**src/rtl/comp_status_unit_pkg.sv**
```systemverilog
// Shared CRC/comparator definitions for the comparator status unit.
// Holds the task-key width, the register map, the EVENT word bit positions,
// the handshake state type and the event record carried through the FIFO.
package comp_status_unit_pkg;

  localparam int unsigned CRC_KEY_WIDTH = 4;
  localparam int unsigned CRC_KEY_SIZE  = 1 << CRC_KEY_WIDTH;

  localparam logic [1:0] ADDR_STATUS = 2'd0;
  localparam logic [1:0] ADDR_EVENT  = 2'd1;
  localparam logic [1:0] ADDR_IRQ_EN = 2'd2;
  localparam logic [1:0] ADDR_COUNT  = 2'd3;

  localparam int unsigned EVT_VALID_BIT    = 31;
  localparam int unsigned EVT_MISMATCH_BIT = 4;
  localparam int unsigned EVT_TASK_LSB     = 0;
  localparam int unsigned EVT_WIDTH        = CRC_KEY_WIDTH + 1;

  typedef enum logic [1:0] {
    ST_IDLE,
    ST_CAPTURE,
    ST_ACK,
    ST_WAIT_LOW
  } hs_state_e;

  typedef struct packed {
    logic                     mismatch;
    logic [CRC_KEY_WIDTH-1:0] task_id;
  } event_t;

  // Formats a stored event as the EVENT register read word.
  function automatic logic [31:0] event_word(input event_t ev);
    logic [31:0] w;
    w = '0;
    w[EVT_VALID_BIT]                       = 1'b1;
    w[EVT_MISMATCH_BIT]                    = ev.mismatch;
    w[EVT_TASK_LSB +: CRC_KEY_WIDTH]       = ev.task_id;
    return w;
  endfunction

endpackage

```
**src/rtl/comp_event_fifo.sv**
```systemverilog
// Event FIFO for the comparator status unit.
// Show-ahead FIFO: head_data is the oldest entry whenever empty is low.
// Ports: clk/reset (sync, active high), push/push_data, pop, head_data,
//        full, empty, count (occupancy, log2(DEPTH)+1 bits).
// A push while full is accepted only when a pop happens in the same cycle.
module comp_event_fifo #(
  parameter  int unsigned DEPTH = 8,
  parameter  int unsigned WIDTH = 5,
  localparam int unsigned AW    = (DEPTH > 1) ? $clog2(DEPTH) : 1,
  localparam int unsigned CW    = AW + 1
) (
  input  logic             clk,
  input  logic             reset,
  input  logic             push,
  input  logic [WIDTH-1:0] push_data,
  input  logic             pop,
  output logic [WIDTH-1:0] head_data,
  output logic             full,
  output logic             empty,
  output logic [CW-1:0]    count
);

  logic [AW-1:0]    wr_ptr_q, wr_ptr_d;
  logic [AW-1:0]    rd_ptr_q, rd_ptr_d;
  logic [CW-1:0]    count_q, count_d;
  logic [WIDTH-1:0] mem_q [DEPTH];
  logic [WIDTH-1:0] mem_d [DEPTH];
  logic             do_push, do_pop;

  assign full      = (count_q == CW'(DEPTH));
  assign empty     = (count_q == '0);
  assign count     = count_q;
  assign head_data = mem_q[rd_ptr_q];

  assign do_pop  = pop && !empty;
  assign do_push = push && (!full || do_pop);

  always_comb begin
    mem_d    = mem_q;
    wr_ptr_d = wr_ptr_q;
    rd_ptr_d = rd_ptr_q;
    count_d  = count_q;
    if (do_push) begin
      mem_d[wr_ptr_q] = push_data;
      wr_ptr_d        = wr_ptr_q + 1'b1;
    end
    if (do_pop) begin
      rd_ptr_d = rd_ptr_q + 1'b1;
    end
    case ({do_push, do_pop})
      2'b10:   count_d = count_q + 1'b1;
      2'b01:   count_d = count_q - 1'b1;
      default: count_d = count_q;
    endcase
  end

  always_ff @(posedge clk) begin
    if (reset) begin
      wr_ptr_q <= '0;
      rd_ptr_q <= '0;
      count_q  <= '0;
    end else begin
      wr_ptr_q <= wr_ptr_d;
      rd_ptr_q <= rd_ptr_d;
      count_q  <= count_d;
    end
  end

  // Storage carries no reset; occupancy and pointers define validity.
  always_ff @(posedge clk) begin
    mem_q <= mem_d;
  end

endmodule

```
**src/rtl/comp_status_unit.sv**
```systemverilog
// Comparator status unit.
// Records pass/fail verdicts from the comparator via a 4-phase handshake,
// keeps sticky per-task pass/fail vectors, queues verdict events in a FIFO
// and exposes everything through a 4-word slave with a level interrupt.
// Ports: clk, reset (sync, active high);
//        comparator side: comp_status_write, comp_task, comp_mismatch_detected,
//                         comp_status_ack;
//        slave side: avs_address, avs_read, avs_write, avs_writedata,
//                    avs_readdata (registered), irq (registered).
module comp_status_unit
  import comp_status_unit_pkg::*;
#(
  parameter int unsigned FIFO_DEPTH = 8
) (
  input  logic                     clk,
  input  logic                     reset,
  input  logic                     comp_status_write,
  input  logic [CRC_KEY_WIDTH-1:0] comp_task,
  input  logic                     comp_mismatch_detected,
  output logic                     comp_status_ack,
  input  logic [1:0]               avs_address,
  input  logic                     avs_read,
  input  logic                     avs_write,
  input  logic [31:0]              avs_writedata,
  output logic [31:0]              avs_readdata,
  output logic                     irq
);

  localparam int unsigned CNT_W = $clog2(FIFO_DEPTH) + 1;

  hs_state_e               state_q, state_d;
  logic                    ack_q, ack_d;
  logic [CRC_KEY_SIZE-1:0] pass_q, pass_d, fail_q, fail_d;
  logic [7:0]              ovf_q, ovf_d;
  logic                    irq_en_q, irq_en_d;
  logic                    irq_q, irq_d;
  logic [31:0]             rdata_q, rdata_d;

  logic                    capture;
  event_t                  ev_in;
  logic [EVT_WIDTH-1:0]    fifo_head;
  logic                    fifo_full, fifo_empty, fifo_pop, drop;
  logic [CNT_W-1:0]        fifo_count;
  logic [CRC_KEY_SIZE-1:0] set_vec, clr_pass, clr_fail;

  assign capture = (state_q == ST_CAPTURE);
  assign ev_in   = '{mismatch: comp_mismatch_detected, task_id: comp_task};

  assign fifo_pop = avs_read && (avs_address == ADDR_EVENT) && !fifo_empty;
  assign drop     = capture && fifo_full && !fifo_pop;

  comp_event_fifo #(
    .DEPTH (FIFO_DEPTH),
    .WIDTH (EVT_WIDTH)
  ) u_fifo (
    .clk       (clk),
    .reset     (reset),
    .push      (capture),
    .push_data (ev_in),
    .pop       (fifo_pop),
    .head_data (fifo_head),
    .full      (fifo_full),
    .empty     (fifo_empty),
    .count     (fifo_count)
  );

  // Handshake: ack_d is raised on the way into ACK so the registered ack
  // is high for exactly the ACK cycle.
  always_comb begin
    state_d = state_q;
    ack_d   = 1'b0;
    case (state_q)
      ST_IDLE:     if (comp_status_write) state_d = ST_CAPTURE;
      ST_CAPTURE: begin
        state_d = ST_ACK;
        ack_d   = 1'b1;
      end
      ST_ACK:      state_d = ST_WAIT_LOW;
      ST_WAIT_LOW: if (!comp_status_write) state_d = ST_IDLE;
      default:     state_d = ST_IDLE;
    endcase
  end

  always_comb begin
    set_vec            = '0;
    set_vec[comp_task] = capture;
    clr_pass           = '0;
    clr_fail           = '0;
    if (avs_write && (avs_address == ADDR_STATUS)) begin
      clr_pass = avs_writedata[15:0];
      clr_fail = avs_writedata[31:16];
    end
    // Clear first, then set, so a same-cycle verdict survives the W1C.
    pass_d = (pass_q & ~clr_pass) | (comp_mismatch_detected ? '0 : set_vec);
    fail_d = (fail_q & ~clr_fail) | (comp_mismatch_detected ? set_vec : '0);

    ovf_d = (avs_write && (avs_address == ADDR_COUNT)) ? '0 : ovf_q;
    if (drop && (ovf_d != 8'hFF)) ovf_d = ovf_d + 8'd1;

    irq_en_d = irq_en_q;
    if (avs_write && (avs_address == ADDR_IRQ_EN)) irq_en_d = avs_writedata[0];

    irq_d = irq_en_q && (fifo_count != '0);

    rdata_d = '0;
    if (avs_read) begin
      case (avs_address)
        ADDR_STATUS: rdata_d = {fail_q, pass_q};
        ADDR_EVENT:  rdata_d = fifo_empty ? '0 : event_word(event_t'(fifo_head));
        ADDR_IRQ_EN: rdata_d = {31'b0, irq_en_q};
        ADDR_COUNT:  rdata_d = {16'h0, ovf_q, 2'b00, 6'(fifo_count)};
        default:     rdata_d = '0;
      endcase
    end
  end

  always_ff @(posedge clk) begin
    if (reset) begin
      state_q  <= ST_IDLE;
      ack_q    <= 1'b0;
      pass_q   <= '0;
      fail_q   <= '0;
      ovf_q    <= '0;
      irq_en_q <= 1'b0;
      irq_q    <= 1'b0;
      rdata_q  <= '0;
    end else begin
      state_q  <= state_d;
      ack_q    <= ack_d;
      pass_q   <= pass_d;
      fail_q   <= fail_d;
      ovf_q    <= ovf_d;
      irq_en_q <= irq_en_d;
      irq_q    <= irq_d;
      rdata_q  <= rdata_d;
    end
  end

  assign comp_status_ack = ack_q;
  assign avs_readdata    = rdata_q;
  assign irq             = irq_q;

endmodule

```
**config.mk**
```make
export PLATFORM = sky130hd
export DESIGN_NAME = comp_status_unit
export DESIGN_NICKNAME = d
export VERILOG_FILES = /design/src/rtl/comp_status_unit_pkg.sv /design/src/rtl/comp_event_fifo.sv /design/src/rtl/comp_status_unit.sv
export SDC_FILE = /design/constraint.sdc
export NUM_CORES = 1
export LEC_CHECK = 0
export ABC_AREA = 1
export CORE_MARGIN = 4
export CORE_UTILIZATION = 30
export CTS_BUF_LIST = sky130_fd_sc_hd__clkbuf_4
export DETAILED_ROUTE_END_ITERATION = 6
export PLACE_DENSITY = 0.53
export SLEW_MARGIN = 10
export SYNTH_ARGS = -nofsm -noshare
export SYNTH_HDL_FRONTEND = slang
export SYNTH_SLANG_ARGS = --single-unit
```
**constraint.sdc**
```tcl
create_clock -name clk -period 3.7 [get_ports clk]
set_clock_uncertainty 0.1 [all_clocks]
set_input_delay 1.11 -clock clk [delete_from_list [all_inputs] [get_ports clk]]
set_output_delay 1.11 -clock clk [all_outputs]
set_load 0.005 [all_outputs]
```
==> flow_summary.json <==
{
  "min_path_type": "reg2reg",
  "start_util": 0.304,
  "slew_headroom": 0.456,
  "drv_cap": 0,
  "grt_pass1_vias": 4491,
  "antenna_left": 0,
  "cp-start-kind": "primary input",
  "powerDensity_mw_per_mm2": 469,
  "syn_inst": 628,
  "whs_path_depth": 2,
  "leakage_nw": 2.35,
  "clockBufferDepth": 2,
  "dpl_worst_slack_ns": 0.332,
  "report.final.hold_viol_count": 0,
  "dp_hpwl_um": 10100,
  "track_usage": 0.140,
  "setup_viol_count_final": 0,
  "worstPathRequired_ns": 4.04,
  "yosysTopAreaCell": "dfxtp_1",
  "yosys_warnings": 0,
  "viasPerCell": 4.78,
  "cts_setup_buffers": 0,
  "synth_area_leaders": "dfxtp_1 32%, edfxtp_1 22%, nand3_1 7.0%, nand2_1 6.1%, nor2_1 5.6%",
  "port_buffers": 77,
  "cts_tree": "done",
  "status": "complete, no violations",
  "finalCriticalPeriod_ns": 2.83,
  "grt_overflow": 0,
  "synth-xor-area-share": 0.00620,
  "vias": 4542,
  "drtIter0Drc": 299,
  "slew_violations": 0,
  "min_to": "avs_readdata[20]$_SDFF_PP0_",
  "met1_usage": 0.181,
  "mostFrequentLayoutCell": "nand2_1",
  "yosys.area_share.simple": 0.248,
  "cts.sinks": 127,
  "r2r_end": "avs_readdata[1]$_SDFF_PP0_",
  "use_met2": 0.228,
  "hold_start": "fail_q[4]$_SDFF_PP0_",
  "cts-resized-gates": 0,
  "critical_path_class": "in2reg",
  "hold_buffers": 0,
  "htree_levels": 4,
  "antenna_found_initial": 1,
  "die_w_um": 143,
  "rsz0062_at_grt": "no",
  "wl_per_cell_um": 14.7,
  "rows": 49,
  "min_period_over_period": 0.765,
  "drtPass1Iterations": 5,
  "wirelength_um": 14000,
  "synth_compound_area_frac": 0.110,
  "peakVddDrop_v": 0.000213,
  "cts_buffers": 17,
  "drive_above_1_share": 0.0917,
  "layout_common_cells": "89 x nand2_1, 87 x dfxtp_1, 81 x nor2_1",
  "yosysSeqAreaShare": 0.540,
  "path_max_fanout": 14,
  "cts.root.buffer_cell": "clkbuf_4",
  "synth_top_family_by_area": "simple AND/OR/NAND/NOR gates",
  "post-route-util": 0.376,
  "regToRegSetupSlack_ns": 1.37,
  "nets": 762,
  "synth.area.mux_share": 0,
  "fin_ws_ns": 0.870,
  "route.detailed.drc": 0,
  "endpoint_kind": "register",
  "synth-adder-area-share": 0.0253,
  "worst_pin_slew_ns": 0.815,
  "top_usage_layer": "met2",
  "routabilityCongestion": 0.791,
  "met3_usage": 0.0322,
  "die_h_um": 143,
  "netlist_area_mm2": 0.00545,
  "setup-tns-final_ns": 0,
  "clkTransAtPathRegs_ns": 0.12,
  "synth_cell_type_count": 32,
  "die-area_mm2": 0.0204,
  "placed_cells": 917,
  "yosys.area.top_type_share": 0.320,
  "postSynthAreaPerCell_um2": 8.67,
  "ys_seq_elements": 127,
  "r2r-start": "u_fifo.rd_ptr_q[0]$_SDFFE_PP0P_",
  "r2r.worst_path.cells": 5,
  "io_pins": 78,
  "grt_pass1_wl_um": 22400,
  "grt_max_degree": 40,
  "max_freq_mhz": 353,
  "clk_latency_ns": 0.54,
  "crit_arrival_ns": 3.17,
  "synth_nets": 683,
  "core_mm2": 0.0179,
  "layout.cells.non_filler": 950,
  "area_delta_synth_final_pct": 23.5,
  "fill_cells": 1859
}
[report_power, final]
group / leakage [nW] / total, W / internal, W / switching (W)
clock: 0.165 / 0.000994 / 0.000475 / 0.000519
sequential: 1.06 / 0.00159 / 0.00153 / 0.0000698
combinational: 1.12 / 0.000569 / 0.000206 / 0.000363
[per-layer routing]
layer	wire length [µm]	share of wire
met5	0	0
met4	209	0.015
met3	632	0.045
met2	6770	0.48
met1	6390	0.46
[registers in the layout, indices dropped and copies added (netlist names)]
| signal | cells |
|---|---|
| comp_status_ack | 1 |
| avs_readdata | 32 |
| fail_q | 16 |
| irq | 1 |
| u_fifo.mem_q | 40 |
| u_fifo.count | 4 |
| ovf_q | 8 |
| u_fifo.wr_ptr_q | 3 |
| u_fifo.rd_ptr_q | 3 |
| pass_q | 16 |
| state_q | 2 |
| irq_en_q | 1 |
[logic make-up after synthesis]
| logic type | Yosys count |
|---|---|
| XOR/XNOR | 3 |
| buffers and inverters | 91 |
| AO/OA/AOI/OAI | 114 |
| AND/OR/NAND/NOR | 282 |
| flip-flops | 127 |
| adder cells (fa/ha/maj) | 11 |
[how the worst max path moves through the flow]
stage | from | to | slack [ns] | depth (start not counted)
global route | avs_address[0] | ovf_q[0]$_SDFF_PP0_ | 0.68 | 15
detailed placement | avs_address[0] | ovf_q[0]$_SDFF_PP0_ | 0.33 | 15
global placement | avs_address[1] | u_fifo.count[2]$_SDFFE_PP0P_ | 0.41 | 12
floorplan | avs_address[0] | u_fifo.count[2]$_SDFFE_PP0P_ | 0.99 | 11
finish | avs_address[0] | ovf_q[1]$_SDFF_PP0_ | 0.87 | 14
CTS | avs_address[0] | ovf_q[0]$_SDFF_PP0_ | 0.91 | 15
[synth_stat cells, drive strengths merged]
cell type and count:
nor3 5, o211ai 11, nand4 12, nand2 95, nand3 78, a211oi 1
nor4 1, buf 14, clkbuf 13, edfxtp 40, ha 11, nand3b 3
xnor2 2, o21ai 43, xor2 1, nor2 88, inv 64, dfxtp 87
a21oi 59
[layout make-up]
class                      count  area (µm²)  share of cell area
inverter                      64         240              0.0357
tap                          229         287              0.0426
clock inverter                13         144              0.0214
timing repair buffer          87         846               0.126
clock buffer                  19         143              0.0212
multi-input combinational    410        2120               0.316
antenna                        1        2.50            0.000372
sequential                   127        2940               0.437
[per-stage QoR]
step | total power (W) | hold WS [ns] | instance area (µm²)
final | 0.00316 | 0.330 | 6730
after global routing | 0.00333 | 0.353 | 6730
after CTS | 0.00319 | 0.338 | 6730
after detailed placement | 0.00220 | 0.320 | 6440
after global placement | 0.00218 | 0.325 | 6440
after floorplan | 0.00200 | 0.308 | 5450
[worst max-delay path, stage by stage]
cell and delay, ns:
clkdlybuf4s50_1 0.51, buf_4 0.24, nand3_4 0.19, nand2_1 0.14, inv_1 0.08, ha_1 0.20, nand2_1 0.07, inv_1 0.04
nand3_1 0.10, nor2_2 0.06, nand2_4 0.12, nand2_4 0.08, o21ai_0 0.16, nor2_1 0.05
(Power assumes the default switching activity.)
